File: config.mk
export PLATFORM = sky130hd
export DESIGN_NAME = normalizer_core
export DESIGN_NICKNAME = d
export VERILOG_FILES = /design/src/rtl/normalizer_core.sv
export SDC_FILE = /design/constraint.sdc
export NUM_CORES = 1
export LEC_CHECK = 0
export ABC_AREA = 1
export BUFFER_PORTS_ARGS = -buffer_cell sky130_fd_sc_hd__buf_2
export CORE_ASPECT_RATIO = 0.5
export CORE_UTILIZATION = 49
export CTS_CLUSTER_DIAMETER = 80
export DETAILED_ROUTE_END_ITERATION = 8
export GPL_ROUTABILITY_DRIVEN = 0
export PLACE_DENSITY = 0.7
export SYNTH_ARGS = -nofsm -noshare
export SYNTH_HDL_FRONTEND = slang
export SYNTH_SLANG_ARGS = --single-unit
File: constraint.sdc
create_clock -name clk -period 3.5 [get_ports clk]
set_input_delay 0.7 -clock clk [delete_from_list [all_inputs] [get_ports clk]]
set_output_delay 0.7 -clock clk [all_outputs]
set_load 0.03 [all_outputs]
File: src/rtl/normalizer_core.sv
// Two-pass in-place peak normalizer for 16-bit PCM held one sample per 32-bit word.
// Pass 1 finds the peak magnitude, then pass 2 left-shifts every sample and writes it back.
module normalizer_core #(
  parameter int LEN_W       = 16,
  parameter int MAX_SHIFT   = 15,
  parameter int ADDR_STRIDE = 4
) (
  input  logic             clk,
  input  logic             rst,
  input  logic             start,
  input  logic [31:0]      base_addr,
  input  logic [LEN_W-1:0] length,
  output logic             busy,
  output logic             done,
  output logic [3:0]       shift_out,
  output logic [15:0]      peak_out,
  output logic [31:0]      dma_addr,
  output logic             dma_read,
  output logic             dma_write,
  output logic [31:0]      dma_writedata,
  input  logic [31:0]      dma_readdata,
  input  logic             dma_rdy
);

  typedef enum logic [3:0] {
    IDLE, RD1_REQ, RD1_WAIT, CALC, RD2_REQ, RD2_WAIT, WR_REQ, WR_WAIT, DONE
  } state_e;

  state_e             state_q;
  logic [31:0]        base_q;
  logic [LEN_W-1:0]   len_q;
  logic [LEN_W-1:0]   idx_q;
  logic [16:0]        peak_q;
  logic [3:0]         shift_q;
  logic               busy_q;
  logic               done_q;
  logic [3:0]         shift_out_q;
  logic [15:0]        peak_out_q;
  logic [31:0]        dma_addr_q;
  logic               dma_read_q;
  logic               dma_write_q;
  logic [31:0]        dma_wdata_q;

  logic [16:0]        mag_d;
  logic [3:0]         shift_d;
  logic [15:0]        scaled_d;
  logic               last_d;
  logic               unused_rdata_hi;

  // |s| needs 17 bits so that -32768 maps to +32768.
  function automatic logic [16:0] magnitude(input logic [15:0] s);
    logic [16:0] sx;
    sx = {s[15], s};
    return s[15] ? (~sx + 17'd1) : sx;
  endfunction

  // Largest k <= MAX_SHIFT with (pk << k) <= 32767; a zero peak keeps unity gain.
  function automatic logic [3:0] calc_shift(input logic [16:0] pk);
    logic [3:0] k_best;
    // NOTE: give every function/comb result a default before any conditional
    // update, otherwise a path that skips the assignment infers a latch.
    k_best = 4'd0;
    if (pk != 17'd0) begin
      for (int k = 1; k <= MAX_SHIFT; k++) begin
        if (({15'd0, pk} << k) <= 32'd32767) k_best = 4'(k);
      end
    end
    return k_best;
  endfunction

  assign mag_d           = magnitude(dma_readdata[15:0]);
  assign shift_d         = calc_shift(peak_q);
  assign scaled_d        = dma_readdata[15:0] << shift_q;
  assign last_d          = (idx_q == len_q - LEN_W'(1));
  assign unused_rdata_hi = ^dma_readdata[31:16];

  // NOTE: all state below is sequential, so it is assigned with <= only; that
  // lets the pulse defaults at the top be overridden later in the same block
  // without ordering hazards.
  always_ff @(posedge clk or negedge rst) begin
    if (!rst) begin
      state_q     <= IDLE;
      base_q      <= '0;
      len_q       <= '0;
      idx_q       <= '0;
      peak_q      <= '0;
      shift_q     <= '0;
      busy_q      <= 1'b0;
      done_q      <= 1'b0;
      shift_out_q <= '0;
      peak_out_q  <= '0;
      dma_addr_q  <= '0;
      dma_read_q  <= 1'b0;
      dma_write_q <= 1'b0;
      dma_wdata_q <= '0;
    end else begin
      done_q      <= 1'b0;
      dma_read_q  <= 1'b0;
      dma_write_q <= 1'b0;

      case (state_q)
        IDLE: begin
          if (start) begin
            base_q     <= base_addr;
            len_q      <= length;
            idx_q      <= '0;
            peak_q     <= '0;
            busy_q     <= 1'b1;
            dma_addr_q <= base_addr;
            if (length == '0) begin
              state_q     <= DONE;
              done_q      <= 1'b1;
              shift_out_q <= '0;
              peak_out_q  <= '0;
            end else begin
              state_q    <= RD1_REQ;
              dma_read_q <= 1'b1;
            end
          end
        end

        RD1_REQ: state_q <= RD1_WAIT;

        RD1_WAIT: begin
          if (dma_rdy) begin
            if (mag_d > peak_q) peak_q <= mag_d;
            if (last_d) begin
              idx_q      <= '0;
              dma_addr_q <= base_q;
              state_q    <= CALC;
            end else begin
              idx_q      <= idx_q + LEN_W'(1);
              dma_addr_q <= dma_addr_q + 32'(ADDR_STRIDE);
              dma_read_q <= 1'b1;
              state_q    <= RD1_REQ;
            end
          end
        end

        CALC: begin
          shift_q <= shift_d;
          if (shift_d == 4'd0) begin
            state_q     <= DONE;
            done_q      <= 1'b1;
            shift_out_q <= 4'd0;
            peak_out_q  <= peak_q[15:0];
          end else begin
            dma_read_q <= 1'b1;
            state_q    <= RD2_REQ;
          end
        end

        RD2_REQ: state_q <= RD2_WAIT;

        RD2_WAIT: begin
          if (dma_rdy) begin
            dma_wdata_q <= {{16{scaled_d[15]}}, scaled_d};
            dma_write_q <= 1'b1;
            state_q     <= WR_REQ;
          end
        end

        WR_REQ: state_q <= WR_WAIT;

        WR_WAIT: begin
          if (dma_rdy) begin
            if (last_d) begin
              state_q     <= DONE;
              done_q      <= 1'b1;
              shift_out_q <= shift_q;
              peak_out_q  <= peak_q[15:0];
            end else begin
              idx_q      <= idx_q + LEN_W'(1);
              dma_addr_q <= dma_addr_q + 32'(ADDR_STRIDE);
              dma_read_q <= 1'b1;
              state_q    <= RD2_REQ;
            end
          end
        end

        DONE: begin
          busy_q  <= 1'b0;
          state_q <= IDLE;
        end

        default: state_q <= IDLE;
      endcase
    end
  end

  assign busy          = busy_q;
  assign done          = done_q;
  assign shift_out     = shift_out_q;
  assign peak_out      = peak_out_q;
  assign dma_addr      = dma_addr_q;
  assign dma_read      = dma_read_q;
  assign dma_write     = dma_write_q;
  assign dma_writedata = dma_wdata_q;

endmodule

==> metrics.md, run 1 <==
| Metric | Value |
|---|---|
| GRT Util Overall | `27.7%` |
| WL final | `31.6 mm` |
| Die width | `215 um` |
| Clk slew on worst S/H paths | `0.06 ns` |
| Seq cells post-synth | `161` |
| CTS buffer count | `17` |
| Top routing layer in use | `met4` |
| Reg2reg start | `state_q[3]` |
| Final setup viols | `0` |
| Detail Route Antenna Nets | `0` |
| Hold Fails Final Rpt | `0` |
| R2R cell count | `11` |
| Vias | `11100` |
| CP max-delay cell | `ha_1` |
| Bufs and invs on worst path | `2` |
| Outcome | `complete, no violations` |
| Initial Util | `50.7%` |
| Layout cell share with drive strength beyond 1 | `14.3%` |
| WP depth | `19` |
| Syn_area_per_cell | `6.74 um2` |
| Crit path top cell by count | `nand3_1` |
| IR drop worst, VDD | `1200 uV` |
| Met3 wire len | `1.67 mm` |
| Initial DRC count | `883` |
| Post-synthesis net count | `1756` |
| Netlist Area Pre-Place | `0.0111 mm2` |
| CP required | `3.86 ns` |
| Total number of yosys warnings | `0` |
| Met2 Routed Length | `15.7 mm` |
| Initial antenna violation count | `0` |
| Synth cell types | `43` |
| Worst Setup SP | `dma_readdata[3]` |
| F_max | `316 MHz` |
| RR Endpoint | `dma_addr[1]` |
| Routed WL per cell | `15.2 um` |
| Worst setup path category | `input pin to register` |
| Dpl ws | `-0.0983 ns` |
| CP endpoint | `peak_q[0]` |
| RSZ-0062 raised after global routing | `false` |
| Std-Cell Core Area | `0.0220 mm2` |
| Total congestion overflow | `0` |
| Drt via density | `5.35` |
| Min Tclk post-route | `3.17 ns` |
| Worst Hold Slack | `0.270 ns` |
| Maximum clock path buffer count | `2` |
| First-pass GRT wire length | `51.6 mm` |
| Worst path cell trace | `buf_2 > nor2_1 > nand4_1 > nor3_2 > nand3_1 > nor3_1 > nand2_1 > nand3_1 > nand2_1 > ha_1 > nand4_1 > nor2_1 > nand4_1 > nand3_1 > nand2_1 > a21oi_2 > buf_4 > nand3_1 > o21ai_0` |
| Final #Nets | `1873` |
| Final worst slack | `0.334 ns` |
| # clock sinks | `161` |
| Largest net degree at the start of global routing | `80` |
| Dpl hpwl | `23.0 mm` |
| Remaining DRCs | `0` |
| Reg-to-reg slack, setup | `0.54 ns` |
| Crit. End Element | `register` |
| H-tree depth | `4` |
| Overall Power | `11700 uW` |
| Kind of cell adding the most delay to the critical path | `simple AND/OR/NAND/NOR gates` |
| I/O Buffers | `155` |
| Sequential cell area fraction in the yosys report | `36.2%` |
| DRT Pass-1 Iters | `5` |
| Root buffer cell | `clkbuf_16` |
| Worst hold path type | `input pin to async pin` |
| Die area | `0.0234 mm2` |
| Slew HR | `33.7%` |
| Number of max-cap violations | `0` |
| Commonest cells after routing, fill and taps aside | `nand2_1 (559), nand3_1 (209), inv_1 (178), dfrtp_1 (161), buf_2 (154)` |
| Crit Path Max Fanout | `16` |
| DIE HEIGHT | `109 um` |
| Ports | `172` |
| Commonest non-fill, non-tap cell in the layout | `nand2_1` |
| Worst Tran Pin Value | `0.993 ns` |
| Post-Synthesis Cells | `1651` |
| Filler cell count | `2098` |
| Clk_lat worst skew | `0.45 ns` |
| Synth-to-layout area growth | `13.5%` |
| Worst Skew | `0.00892 ns` |
| Pins Over Slew Limit | `0` |
| Rows | `38` |
| Post-synth ARST share | `100%` |
| Number of global-route vias before repair | `10700` |
| Worst path max stage delay | `0.28 ns` |
| ANT cells | `0` |
| Hold Buf Count CTS | `0` |
| Number of flops mapped to enable cells by yosys | `0` |
| CTS tree | `built` |
| Wl on met1 | `13.8 mm` |
| LEAKAGE | `0.00656 uW` |
| Critical Path AT | `3.53 ns` |
| Critical path launch point type | `input pin` |
| Final Cycle Share | `90.5%` |
| Ys flop type | `dfrtp_1` |
| P per Cell Area | `922 mW/mm2` |
## synth_stat cells, types with 2 or more instances
cell,instances,area [um2]
nand2_1,559,2100
nand3_1,209,1050
inv_1,178,668
dfrtp_1,161,4030
o21ai_0,122,611
nor2_1,87,327
xor2_1,40,350
clkbuf_1,31,116
nor3_1,31,155
ha_1,21,263
nand4_1,21,131
a21oi_1,20,100
buf_4,20,150
buf_2,17,85.1
o21ai_1,15,75.1
or2_2,14,87.6
nand3b_1,13,97.6
nor2_2,11,68.8
nor4_1,11,68.8
buf_6,9,101
xnor2_1,9,78.8
o211ai_1,8,60.1
a31oi_1,4,25.0
inv_2,4,15.0
a21o_1,3,22.5
clkinv_1,3,11.3
nand2_2,3,18.8
nor2_4,3,33.8
nor3b_1,3,22.5
and2_1,2,12.5
buf_1,2,7.51
mux2i_1,2,20.0
nand2_4,2,22.5
nand3_2,2,20.0
nor2_8,2,40.0
o22ai_1,2,12.5
## flip-flops by register name, indices dropped and copies added (netlist names), 4 cells and up
| register | flops |
|---|---|
| base_q | 32 |
| dma_addr | 32 |
| peak_q | 17 |
| dma_writedata | 16 |
| idx_q | 16 |
| len_q | 16 |
| peak_out | 16 |
| shift_out | 4 |
| shift_q | 4 |
| state_q | 4 |
## area by class of cell
type,instances,area [um2],share of cell area (%)
Multi-Input combinational cell,1226,5970,47.3
Sequential cell,161,4030,31.9
Timing Repair Buffer,177,960,7.60
Inverter,185,694,5.50
Clock buffer,21,470,3.72
Tap cell,300,375,2.97
Clock inverter,9,131,1.04
## per-layer routing
layer / vias to the layer above / track usage (%)
met2: 318 / 48.7
met3: 45 / 4.73
met1: 5239 / 34.8
li1: 5524 / -
met4: 0 / 9.57
met5: - / 0
## logic make-up (layout without fill, tap and decap cells)
| logic type | Yosys count | count (layout) | synth area share [%] |
|---|---|---|---|
| compound gates | 177 | 177 | 8.36 |
| buf+inv | 264 | 392 | 10.4 |
| mux | 2 | 2 | 0.180 |
| other cells | 1 | 1 | 0.0337 |
| fa+ha+maj | 21 | 21 | 2.36 |
| xor+xnor | 49 | 49 | 3.86 |
| flops | 161 | 161 | 36.2 |
| simple gates | 976 | 976 | 38.6 |
## metrics by stage
stage / util (%) / TNS, ns / std cells / instance area (um2)
global placement: 54.7 / 0 / 2049 / 12000
global route: 57.5 / 0 / 2079 / 12600
floorplan: - / 0 / 1651 / 11100
detailed placement: 54.7 / -1.11 / 2049 / 12000
finish: 57.5 / 0 / 2079 / 12600
CTS: 57.5 / 0 / 2079 / 12600
## report_power, final
group / switching, uW / internal, uW / total, uW
registers: 764 / 2600 / 3370
clock network: 773 / 1170 / 1940
logic: 4470 / 1870 / 6340
## repair_timing
| item | in CTS | in global routing |
|---|---|---|
| setup buffers | 0 | 0 |
| endpoints found under the setup margin | 0 | 7 |
| gates resized for setup | 0 | 2 |
## how the worst min path moves through the flow
| stage | from | end | cells past startpoint |
|---|---|---|---|
| 2_1_floorplan | rst | base_q[0] | 0 |
| 3_3_place_gp | dma_addr[1] | dma_addr[1] | 2 |
| 3_5_place_dp | peak_out[11] | peak_out[11] | 2 |
| 4_1_cts | rst | peak_out[2] | 1 |
| 5_1_grt | rst | peak_out[2] | 1 |
| 6_report | rst | peak_out[2] | 1 |
Power figures use the tool's default switching activity.
==> inputs of run 2 (changes only) <==
--- a/config.mk
+++ b/config.mk
@@ -12,6 +12,7 @@
 export CTS_CLUSTER_DIAMETER = 80
 export DETAILED_ROUTE_END_ITERATION = 8
 export GPL_ROUTABILITY_DRIVEN = 0
+export GPL_TIMING_DRIVEN = 0
 export PLACE_DENSITY = 0.7
 export SYNTH_ARGS = -nofsm -noshare
 export SYNTH_HDL_FRONTEND = slang
==> run 2 against run 1 <==
Count of clock-buffer cells in the layout is 2 lower. Critical endpoint is now peak_q[4]. Setup slack worse by 0.0052 ns. Highest routed layer unchanged. Critical path depth unchanged. Core utilization up 1.2 points. Critical path type unchanged. Largest power group unchanged. Largest cell class unchanged. Register-to-register slack improved by 0.03 ns. Flip-flop and latch count unchanged. Sequential power shrank 2%.
==> metrics.md, run 2 (synthesis gave the netlist of run 1 again) <==
| Metric | Value |
|---|---|
| Commonest non-fill, non-tap cell in the layout | `nand2_1` |
| Sequential share of power | `27.8%` |
| IR drop worst, VDD | `954 uV` |
| Total congestion overflow | `0` |
| H-tree depth | `4` |
| CP required | `3.87 ns` |
| Synth-to-layout area growth | `15.9%` |
| Layout Utilization | `58.7%` |
| ANT cells | `0` |
| Layout cell share with drive strength beyond 1 | `15.4%` |
| Initial Util | `50.7%` |
| Root buffer cell | `clkbuf_16` |
| WL final | `32.9 mm` |
| Commonest cells after routing, fill and taps aside | `nand2_1 (559), nand3_1 (209), inv_1 (178), buf_2 (170), dfrtp_1 (161)` |
| Pins Over Slew Limit | `0` |
| Final Cycle Share | `90.6%` |
| Worst Hold Slack | `0.177 ns` |
| Filler cell count | `2201` |
| Worst setup path category | `input pin to register` |
| Worst Skew | `0.00736 ns` |
| P per Cell Area | `923 mW/mm2` |
| Clk_lat worst skew | `0.46 ns` |
| Vias | `11300` |
| Final #Nets | `1932` |
| Crit. End Element | `register` |
| Initial antenna violation count | `0` |
| Combinational share of power | `57.5%` |
| Detail Route Antenna Nets | `0` |
| Maximum clock path buffer count | `2` |
| Outcome | `complete, no violations` |
| First-pass GRT wire length | `53.0 mm` |
| Routed WL per cell | `15.4 um` |
| Clock share of power | `14.8%` |
| Number of max-cap violations | `0` |
| DIE HEIGHT | `109 um` |
| Slew HR | `7.84%` |
| F_max | `315 MHz` |
| I/O Buffers | `155` |
| Critical Path AT | `3.55 ns` |
| Drt via density | `5.29` |
| LEAKAGE | `0.00671 uW` |
| DRT Pass-1 Iters | `6` |
| GRT Util Overall | `28.9%` |
| Clk slew on worst S/H paths | `0.07 ns` |
| Fin Setup TNS | `0 ns` |
| Placed inst area | `0.0123 mm2` |
| Std-Cell Core Area | `0.0220 mm2` |
| Switching power total | `6230 uW` |
| Number of global-route vias before repair | `10500` |
| Min Tclk post-route | `3.17 ns` |
| Final setup viols | `0` |
| Initial DRC count | `956` |
| Die width | `215 um` |
| Dpl hpwl | `25.0 mm` |
| Largest net degree at the start of global routing | `95` |
| CTS tree | `built` |
| # clock sinks | `161` |
| Worst hold path type | `input pin to async pin` |
| Hold Fails Final Rpt | `0` |
| Rows | `38` |
| Remaining DRCs | `0` |
| CTS buffer count | `17` |
| Switch share | `52.3%` |
| Post-route cell area | `0.0129 mm2` |
| RSZ-0062 raised after global routing | `false` |
| Crit Path Max Fanout | `10` |
| Worst Tran Pin Value | `1.36 ns` |
| Critical path launch point type | `input pin` |
| Ports | `172` |
| P_int | `5680 uW` |
| Die area | `0.0234 mm2` |
run 2: cell types whose count changed in the layout (fill, tap and decap cells not counted), sizes merged:
cell      before  now
buf          177  207
bufinv         3    0
clkbuf        21   48
clkinv         5    6
clkinvlp       3    5
inv          183  185
run 2: stage by stage:
| stage | power, uW | std cells | setup WS [ns] |
|---|---|---|---|
| 2_1_floorplan | 8080 | 1651 | 0.226 |
| 3_3_place_gp | 9940 | 2106 | -0.852 |
| 3_5_place_dp | 10000 | 2107 | -0.575 |
| 4_1_cts | 11800 | 2137 | 0.0308 |
| 5_1_grt | 12900 | 2138 | 0.00963 |
| 6_report | 11900 | 2138 | 0.329 |
run 2: area by class of cell:
class / instances / area [um2] / share of cell area [%]
flip-flops and latches: 161 / 4030 / 31.2
inverters: 185 / 694 / 5.38
clock buffers: 19 / 453 / 3.51
plain buffers: 79 / 474 / 3.68
clock inverters: 11 / 82.6 / 0.640
repair buffers: 157 / 821 / 6.36
well taps: 300 / 375 / 2.91
multi-input cells: 1226 / 5970 / 46.3
run 2: metal layers:
layer | routed length (um) | track usage, %
met5 | 0 | 0
met4 | 768 | 10.1
met3 | 1820 | 5.34
met2 | 15500 | 48.5
met1 | 14800 | 37.8
run 2: final timing paths:
check                           depth (start not counted)             from            to  slack [ns]
worst max-delay path                                   19  dma_readdata[0]     peak_q[4]        0.33
worst min-delay path                                    1              rst   peak_out[1]        0.18
worst max register to register                         13      dma_addr[2]  dma_addr[26]        0.57
worst min register to register                          2      peak_out[6]   peak_out[6]        0.47
max in group asynchronous                               2              rst      len_q[5]        2.45
min in group clk                                        3        length[5]      len_q[5]        0.47
run 2: worst max-delay path: stages:
cell and delay, ns:
buf_2 0.14, inv_1 0.10, ha_1 0.18, nand4_1 0.14
nor3_2 0.17, nand3_1 0.12, nand2_1 0.11, o21ai_0 0.10
xor2_1 0.18, ha_1 0.31, nand4_1 0.15, nor2_2 0.16
nand4_1 0.11, nand3_1 0.11, nand2_1 0.12, a21oi_4 0.26
buf_4 0.21, nand3_1 0.07, o21ai_0 0.10
run 2: power by group through the flow:
stage / Clock [uW] / Combinational [uW] / Sequential (uW)
final: 1760 / 6840 / 3310
after global routing: 1850 / 7610 / 3400
after CTS: 1780 / 6740 / 3300
after detailed placement: 0 / 6700 / 3320
after global placement: 0 / 6630 / 3310
after floorplan: 0 / 4330 / 3750
run 2: repair_timing:
action / 4_1_cts / 5_1_grt
setup buffers: 0 / 1
gates resized for setup: 2 / 15
hold buffers: 0 / 0
pin swaps: 0 / 2
endpoints found under the setup margin: 12 / 17
